--- src/rtl/uart_pkg.sv ---
// rtl/uart_pkg.sv - shared 8N1 line levels and receiver state encoding.
package uart_pkg;

  typedef enum logic [2:0] {
    S_IDLE  = 3'd0,
    S_START = 3'd1,
    S_DATA  = 3'd2,
    S_STOP  = 3'd3,
    S_BREAK = 3'd4
  } rx_state_t;

  localparam logic LINE_IDLE = 1'b1;
  localparam logic START_LVL = 1'b0;
  localparam logic STOP_LVL  = 1'b1;

endpackage

--- src/rtl/uart_rx1_if.sv ---
// rtl/uart_rx1_if.sv - serial-in / byte-out bundle between line driver and receiver.
interface uart_rx1_if #(
  parameter int DATA_BITS = 8
);
  logic                 en;
  logic                 rxd;
  logic [DATA_BITS-1:0] dout;
  logic                 valid;
  logic                 frame_err;
  logic                 busy;

  modport master (
    output en, rxd,
    input  dout, valid, frame_err, busy
  );

  modport slave (
    input  en, rxd,
    output dout, valid, frame_err, busy
  );
endinterface

--- src/rtl/sync2.sv ---
// rtl/sync2.sv - two-flop synchronizer for a single asynchronous input.
module sync2 #(
  parameter logic RST_VAL = 1'b1
) (
  input  logic clk,
  input  logic rst_,
  input  logic i_d,
  output logic o_q
);

  logic r_meta;
  logic r_sync;

  always_ff @(posedge clk or negedge rst_) begin
    if (!rst_) begin
      r_meta <= RST_VAL;
      r_sync <= RST_VAL;
    end else begin
      r_meta <= i_d;
      r_sync <= r_meta;
    end
  end

  assign o_q = r_sync;

endmodule

--- src/rtl/uart_rx1.sv ---
// rtl/uart_rx1.sv - 8N1 serial receiver sampling on an oversample tick enable.
module uart_rx1
  import uart_pkg::*;
#(
  parameter int DATA_BITS = 8,
  parameter int OVS       = 16
) (
  input logic        clk,
  input logic        rst_,
  uart_rx1_if.slave  bus
);

  localparam int TW = $clog2(OVS);
  localparam int BW = $clog2(DATA_BITS + 1);
  localparam logic [TW-1:0] TICK_HALF = TW'(OVS / 2 - 1);
  localparam logic [TW-1:0] TICK_FULL = TW'(OVS - 1);
  localparam logic [TW-1:0] TICK_ONE  = TW'(1);
  localparam logic [BW-1:0] BIT_LAST  = BW'(DATA_BITS - 1);
  localparam logic [BW-1:0] BIT_ONE   = BW'(1);

  rx_state_t            r_state, w_state_nxt;
  logic [TW-1:0]        r_tick_cnt, w_tick_nxt;
  logic [BW-1:0]        r_bit_cnt, w_bit_nxt;
  logic [DATA_BITS-1:0] r_shift, w_shift_nxt;
  logic [DATA_BITS-1:0] r_dout, w_dout_nxt;
  logic                 r_valid, w_valid_nxt;
  logic                 r_frame_err, w_frame_err_nxt;
  logic                 r_busy, w_busy_nxt;
  logic                 w_rxs;

  sync2 #(.RST_VAL(LINE_IDLE)) u_sync_rxd (
    .clk  (clk),
    .rst_ (rst_),
    .i_d  (bus.rxd),
    .o_q  (w_rxs)
  );

  always_ff @(posedge clk or negedge rst_) begin
    if (!rst_) begin
      r_state     <= S_IDLE;
      r_tick_cnt  <= '0;
      r_bit_cnt   <= '0;
      r_shift     <= '0;
      r_dout      <= '0;
      r_valid     <= 1'b0;
      r_frame_err <= 1'b0;
      r_busy      <= 1'b0;
    end else begin
      r_state     <= w_state_nxt;
      r_tick_cnt  <= w_tick_nxt;
      r_bit_cnt   <= w_bit_nxt;
      r_shift     <= w_shift_nxt;
      r_dout      <= w_dout_nxt;
      r_valid     <= w_valid_nxt;
      r_frame_err <= w_frame_err_nxt;
      r_busy      <= w_busy_nxt;
    end
  end

  // Everything holds between ticks except the two flag pulses, which self-clear.
  always_comb begin
    w_state_nxt     = r_state;
    w_tick_nxt      = r_tick_cnt;
    w_bit_nxt       = r_bit_cnt;
    w_shift_nxt     = r_shift;
    w_dout_nxt      = r_dout;
    w_valid_nxt     = 1'b0;
    w_frame_err_nxt = 1'b0;
    w_busy_nxt      = r_busy;

    if (bus.en) begin
      case (r_state)
        S_IDLE: begin
          if (w_rxs == START_LVL) begin
            w_state_nxt = S_START;
            w_tick_nxt  = '0;
            w_busy_nxt  = 1'b1;
          end
        end
        S_START: begin
          if (r_tick_cnt == TICK_HALF) begin
            w_tick_nxt = '0;
            if (w_rxs == START_LVL) begin
              w_state_nxt = S_DATA;
              w_bit_nxt   = '0;
            end else begin
              w_state_nxt = S_IDLE;
              w_busy_nxt  = 1'b0;
            end
          end else begin
            w_tick_nxt = r_tick_cnt + TICK_ONE;
          end
        end
        S_DATA: begin
          if (r_tick_cnt == TICK_FULL) begin
            w_tick_nxt  = '0;
            w_shift_nxt = {w_rxs, r_shift[DATA_BITS-1:1]};
            w_bit_nxt   = r_bit_cnt + BIT_ONE;
            if (r_bit_cnt == BIT_LAST) begin
              w_state_nxt = S_STOP;
            end
          end else begin
            w_tick_nxt = r_tick_cnt + TICK_ONE;
          end
        end
        S_STOP: begin
          if (r_tick_cnt == TICK_FULL) begin
            w_tick_nxt = '0;
            if (w_rxs == STOP_LVL) begin
              w_dout_nxt  = r_shift;
              w_valid_nxt = 1'b1;
              w_state_nxt = S_IDLE;
              w_busy_nxt  = 1'b0;
            end else begin
              w_frame_err_nxt = 1'b1;
              w_state_nxt     = S_BREAK;
            end
          end else begin
            w_tick_nxt = r_tick_cnt + TICK_ONE;
          end
        end
        S_BREAK: begin
          // A held-low line must go high before a new start can be seen.
          if (w_rxs == LINE_IDLE) begin
            w_state_nxt = S_IDLE;
            w_busy_nxt  = 1'b0;
          end
        end
        default: begin
          w_state_nxt = S_IDLE;
          w_tick_nxt  = '0;
          w_bit_nxt   = '0;
          w_busy_nxt  = 1'b0;
        end
      endcase
    end
  end

  assign bus.dout      = r_dout;
  assign bus.valid     = r_valid;
  assign bus.frame_err = r_frame_err;
  assign bus.busy      = r_busy;

endmodule

--- src/flat_wrapper.sv ---
// flat-port wrapper written by rule: the top's interface ports become plain ports
module uart_rx1_flat import uart_pkg::*;
#(
  parameter int DATA_BITS = 8,
  parameter int OVS       = 16
)
  (clk, rst_, bus_en, bus_rxd, bus_dout, bus_valid, bus_frame_err, bus_busy);
  uart_rx1_if #(.DATA_BITS(DATA_BITS)) bus_i ();
  input logic clk;
  input logic rst_;
  input wire logic [$bits(bus_i.en)-1:0] bus_en;
  input wire logic [$bits(bus_i.rxd)-1:0] bus_rxd;
  output wire logic [$bits(bus_i.dout)-1:0] bus_dout;
  output wire logic [$bits(bus_i.valid)-1:0] bus_valid;
  output wire logic [$bits(bus_i.frame_err)-1:0] bus_frame_err;
  output wire logic [$bits(bus_i.busy)-1:0] bus_busy;
  assign bus_i.en = bus_en;
  assign bus_i.rxd = bus_rxd;
  assign bus_dout = bus_i.dout;
  assign bus_valid = bus_i.valid;
  assign bus_frame_err = bus_i.frame_err;
  assign bus_busy = bus_i.busy;
  uart_rx1 #(.DATA_BITS(DATA_BITS), .OVS(OVS)) u_core (.clk(clk), .rst_(rst_), .bus(bus_i));
endmodule
--- config.mk ---
export PLATFORM = sky130hd
export DESIGN_NAME = uart_rx1_flat
export DESIGN_NICKNAME = d
export VERILOG_FILES = /design/src/rtl/uart_pkg.sv /design/src/rtl/uart_rx1_if.sv /design/src/rtl/sync2.sv /design/src/rtl/uart_rx1.sv /design/src/flat_wrapper.sv
export SDC_FILE = /design/constraint.sdc
export NUM_CORES = 1
export LEC_CHECK = 0
export ABC_AREA = 1
export CORE_ASPECT_RATIO = 0.6
export CORE_MARGIN = 3
export CORE_UTILIZATION = 55
export DETAILED_ROUTE_END_ITERATION = 6
export PLACE_DENSITY = 0.77
export SETUP_SLACK_MARGIN = 0.3
export SLEW_MARGIN = 5
export SYNTH_ARGS = -nofsm -noshare
export SYNTH_HDL_FRONTEND = slang
export SYNTH_HIERARCHICAL = 1
export SYNTH_SLANG_ARGS = --single-unit
--- constraint.sdc ---
create_clock -name clk -period 2.1 [get_ports clk]
set_input_delay 0.42 -clock clk [delete_from_list [all_inputs] [get_ports clk]]
set_output_delay 0.42 -clock clk [all_outputs]
set_load 0.01 [all_outputs]
# [Word level (Yosys, flattened, before mapping)]
# Index checks and enable logic that the tools add are counted.
[totals] regBits=32 input_bits=4 out_inout_bits=11 wordCells=67
[classes] n_addsub=2 n_eq_ne=14 muxes=29 bitwise=3 n_reduce_logical=9
[ops] operator="$mux 3" count=7
[ops] operator="$mux 4" count=5
[ops] operator="$pmux 4 s4" count=1
[ops] operator="$pmux 3 s5" count=1
[ops] operator="$mux 1" count=12
[ops] operator="$pmux 4 s3" count=1
[ops] operator="$reduce_and 5->1" count=2
[ops] operator="$add 4x1->4 const B" count=2
[ops] operator="$eq 4x3->1 const B" count=2
[ops] operator="$ne 2x1->1 const B" count=4
[ops] operator="$reduce_and 7->1" count=1
[ops] operator="$eq 3x2->1 const B" count=2
[ops] operator="$ne 2x2->1 const B" count=3
[ops] operator="$reduce_and 3->1" count=2
[ops] operator="$pmux 1 s5" count=1
[ops] operator="$eq 4x4->1 const B" count=1
[ops] operator="$reduce_and 4->1" count=1
[ops] operator="$eq 3x1->1 const B" count=1
[ops] operator="$eq 3x3->1 const B" count=1
[ops] operator="$logic_not 3->1" count=1
[ops] operator="$not 1->1" count=3
[ops] operator="$reduce_or 3->1" count=1
[ops] operator="$mux 2" count=1
[ops] operator="$reduce_or 2->1" count=1

# [Longest topological paths before layout]
[depth] word_depth=4 ltp_mapped=10 ltp_nobuf=10

# [Cells and area by module]
# Netlist, hierarchy kept.
[by_module_without_submodules] module="uart_rx1" n_inst=1 cells_per_inst=190 area_each_um2=1581.5 seq_area_each_um2=750.7
[by_module_without_submodules] module="sync2" n_inst=1 cells_per_inst=2 area_each_um2=52.6 seq_area_each_um2=52.6

# [Least setup slack after synthesis]
# No wires, ideal clock.
[synth_timing] kind="register to register" from="register u_core.r_tick_cnt[0]" to="register u_core.r_dout[4] (netlist: u_core/bus.dout[4])" setup_ns=0.118 t_arrival_ns=1.280 required_time_ns=1.982 slack_ns=0.701 stages_incl_launch_ff=8 n_path_buf=1 period_less_slack_ns=1.399 cell_sequence="dfrtp_1 -> ha_1 -> nand3_4 -> nor2_8 -> nand3_4 -> buf_6 -> nand2_1 -> o21ai_2"
[synth_via] elab_chain_cells=2
[synth_rtl] item="start: declaration" line="uart_rx1.sv:22" source="logic [TW-1:0] r_tick_cnt, w_tick_nxt;"
[synth_rtl] item="start signal: assignment" line="uart_rx1.sv:50" source="r_tick_cnt <= w_tick_nxt;"
[synth_rtl] item="$eq 4x4->1" line="uart_rx1.sv:107" source="if (r_tick_cnt == TICK_FULL) begin"
[synth_rtl] item="$reduce_and 4->1 (no source line)"
[synth_rtl] item="end signal: assignment" line="uart_rx1.sv:53" source="r_dout <= w_dout_nxt;"
[synth_rtl] item="end: declaration" line="uart_rx1.sv:25" source="logic [DATA_BITS-1:0] r_dout, w_dout_nxt;"
# No other way between the ends.
# A chain may end at the register's enable or synchronous reset.

# [Worst setup path in the final report]
[layout_timing] from="register u_core.r_tick_cnt[0]" to="register u_core.r_bit_cnt[1]"
[layout_via] elab_chain_cells=3 word_cells_on_any_way=5 classes_between="4 x eq/ne; 1 x reduce/logical"
[layout_rtl] item="$eq 4x4->1 or $eq 4x3->1 (tied branches)" line="uart_rx1.sv:95, uart_rx1.sv:81"
[layout_rtl] item="$ne 2x1->1 (no source line)"
[layout_rtl] item="$reduce_and 5->1 (no source line) *"
[layout_rtl] item="end signal: assignment" line="uart_rx1.sv:51" source="r_bit_cnt <= w_bit_nxt;"
[layout_rtl] item="end: declaration" line="uart_rx1.sv:23" source="logic [BW-1:0] r_bit_cnt, w_bit_nxt;"
# Mark *: on every way between the ends. The rest lies on a longest branch, timed or not.

==> results.ini <==
[sta]
rsz0062_at_grt=false
finalWorstPathRequiredPeriod_ns=1.59
drv_slew=0
max_slew_margin=0.737
setup_viol=0
worst_pin_slew_ns=0.394
finalHoldViolCount=0
fmax_mhz=628
post-route-period-util=0.758
finalWorstSetupSlack_ns=0.507
tns_ns=0
clock_skew_ns=0.00408

[synth]
yosysSeqAreaShare=0.492
avgSynthCellArea_um2=8.51
yosysWarningCount=6
synth_top_cell_area_share=0.459
yosysTopAreaCell=dfrtp_1
synth-seq-cells=32
synth_enable_flop_cells=0
synth_area_leaders=dfrtp_1 (46%), nand2_1 (15%), o21ai_2 (7.0%)
synthFlopType=dfrtp_1
synth_area_um2=1630
synthTopCellsByCount=nand2_1 (65), dfrtp_1 (30), inv_1 (19)
synth_fp_nets=198
async_flop_share=1.00
synth_most_common_cell=nand2_1
netlist-cell-type-count=26
synth_cells=192

[placed_design]
hpwlAfterDp_um=2210
place_congestion=0.905
pre_cts_ws_ns=0.260
io_buffers=14

[global_routing]
grt_max_degree=33
grt_pass1_wl_um=4950
grt_usage=0.179
antenna_found_initial=0
grt_pass1_vias=1125
grt.overflow.total=0

[outcome]
status=completed

[final_layout]
fill_cells=209
ff_latch_area_um2=803
drive_gt1_frac=0.160
antennaDiodeCount=0
multi_input_area_um2=724
layout.nets=217
area_growth_pct=15.4

[pwr]
power_density_nw_per_um2=931
p_leak_nw=0.957
peakVddDrop_uv=650

[routing]
drt-initial-drc-count=77
viasPerCell=4.95
ant_nets=0
num_vias=1247
routed_wl_um=3070
drc_errors=0
wl_per_cell_um=12.2
dr.pass1.iters=4

[clocking]
clk_pin_slew_ns=0.06
cts_tree=yes
cts_sinks=32
h-tree-depth=2
cts_resized=0
clock_latency_ns=0.28
cts_buffers=5
hold_buffers=0
cts_setup_buffers=0
cts-root-buf=clkbuf_8
clk_path_buf_depth=2

[worst_setup_path]
crit_path_max_incr_delay_ns=0.44
crit_buf_inv=0
path_cells=ha_1 -> nand2_1 -> nor2_1 -> nor2_1 -> a21oi_2 -> nand2_2 -> nand2_1 -> nand2_1
r2r_cells=8
critPathKind=register to register
endpoint_kind=register
crit_top_cell=nand2_1
r2r_slack_ns=0.51
path_delay_family=simple AND/OR/NAND/NOR gates
reg2reg_from=u_core/r_tick_cnt[0]
worst-endpoint-arrival_ns=1.76
crit_start=u_core/r_tick_cnt[0]
worstPathRequired_ns=2.27
cp-start-kind=register
r2r_end=u_core/r_bit_cnt[1]
cpMaxStageDelayCell=dfrtp_1
crit_path_max_fanout=6

[run]
maxCapViolCount=0

[worst_hold_path]
min_path_type=register to register
whs_endpoint=u_core/u_sync_rxd/o_q
hold_start=u_core/u_sync_rxd/r_meta
hold_depth=0

[floorplan]
die_h_um=48.2
core-area_um2=2660
rows=14
dieArea_um2=3680
die_w_um=76.4
io_pins=15
initial_core_util=0.614

[final cells by class]
cell class / instances / area share
flip-flops and latches: 32 / 0.426
well taps: 40 / 0.0265
repair buffers: 15 / 0.0783
multi-input cells: 136 / 0.384
clock buffers: 7 / 0.0405
inverters: 21 / 0.0418
clock inverters: 1 / 0.00265
[worst register-to-register path: stages (launching register included)]
cell	delay [ns]
dfrtp_1	0.44
ha_1	0.26
nand2_1	0.12
nor2_1	0.14
nor2_1	0.09
a21oi_2	0.19
nand2_2	0.11
nand2_1	0.07
nand2_1	0.05
[worst max path at each step]
stage / slack [ns] / depth (start not counted) / to
3_3_place_gp: 0.32 / 8 / u_core/r_bit_cnt[2]
3_5_place_dp: 0.26 / 8 / u_core/r_bit_cnt[1]
4_1_cts: 0.50 / 1 / bus_dout[3]
5_1_grt: 0.37 / 10 / u_core/bus.busy
2_1_floorplan: 0.70 / 7 / u_core/bus.dout[4]
6_report: 0.51 / 8 / u_core/r_bit_cnt[1]
[per-layer routing]
| layer | global-route usage | vias to the layer above | share of wire |
|---|---|---|---|
| li1 | - | 649 | - |
| met1 | 0.253 | 557 | 0.53 |
| met2 | 0.265 | 36 | 0.40 |
| met3 | 0.0517 | 5 | 0.064 |
| met4 | 0.0758 | 0 | 0.0085 |
| met5 | 0 | - | 0 |
[cell usage in the layout, fill, tap and decap left out]
master            n
dfrtp_1          30
o21ai_1           2
o21ai_0           3
nand3_1          14
o21ai_2          13
nand3_4           2
nand4_1           2
ha_1              2
nand2_4           1
nand3b_1          2
nor2_4            1
o31ai_1           1
o22ai_1           1
nor3_1            2
nor2_1           17
xor2_1            2
clkbuf_8          5
inv_1            19
dfstp_2           2
a21oi_2           2
buf_4             1
clkdlybuf4s50_1  14
inv_2             2
nor2_2            1
nor2_8            1
clkinv_2          1
nand2_2           2
clkbuf_1          2
nand2_1          65
[state kept, by name, summed over array words and instances, names as in the netlist]
| name | flops |
|---|---|
| u_core/bus.valid | 1 |
| u_core/u_sync_rxd/o_q | 1 |
| u_core/bus.dout | 8 |
| u_core/bus.busy | 1 |
| u_core/bus.frame_err | 1 |
| u_core/r_state | 3 |
| u_core/r_shift | 8 |
| u_core/u_sync_rxd/r_meta | 1 |
| u_core/r_tick_cnt | 4 |
| u_core/r_bit_cnt | 4 |
[kinds of logic after synthesis]
logic type,after synthesis,synth area share
adders and majority gates,2,0.0153
buffers and inverters,24,0.0651
DFF,32,0.492
xor gates and xnor gates,2,0.0107
AOI/OAI and AO/OA,22,0.104
and+or+nand+nor,110,0.313
[power breakdown]
part	internal [mW]	switching (mW)
logic	0.174	0.340
clock network	0.232	0.216
registers	0.685	0.108
total	1.09	0.664
[through the flow]
step           power (mW)  std cells  hold slack, ns  area (µm²)  utilization
2_1_floorplan        1.17        192           0.124        1630            -
3_3_place_gp         1.29        244           0.346        1800        0.678
3_5_place_dp         1.30        244           0.347        1800        0.678
4_1_cts              1.76        252           0.358        1890        0.708
5_1_grt              1.87        252           0.356        1890        0.708
6_report             1.75        252           0.355        1890        0.708
No activity file was read; power rests on OpenSTA's default activity.
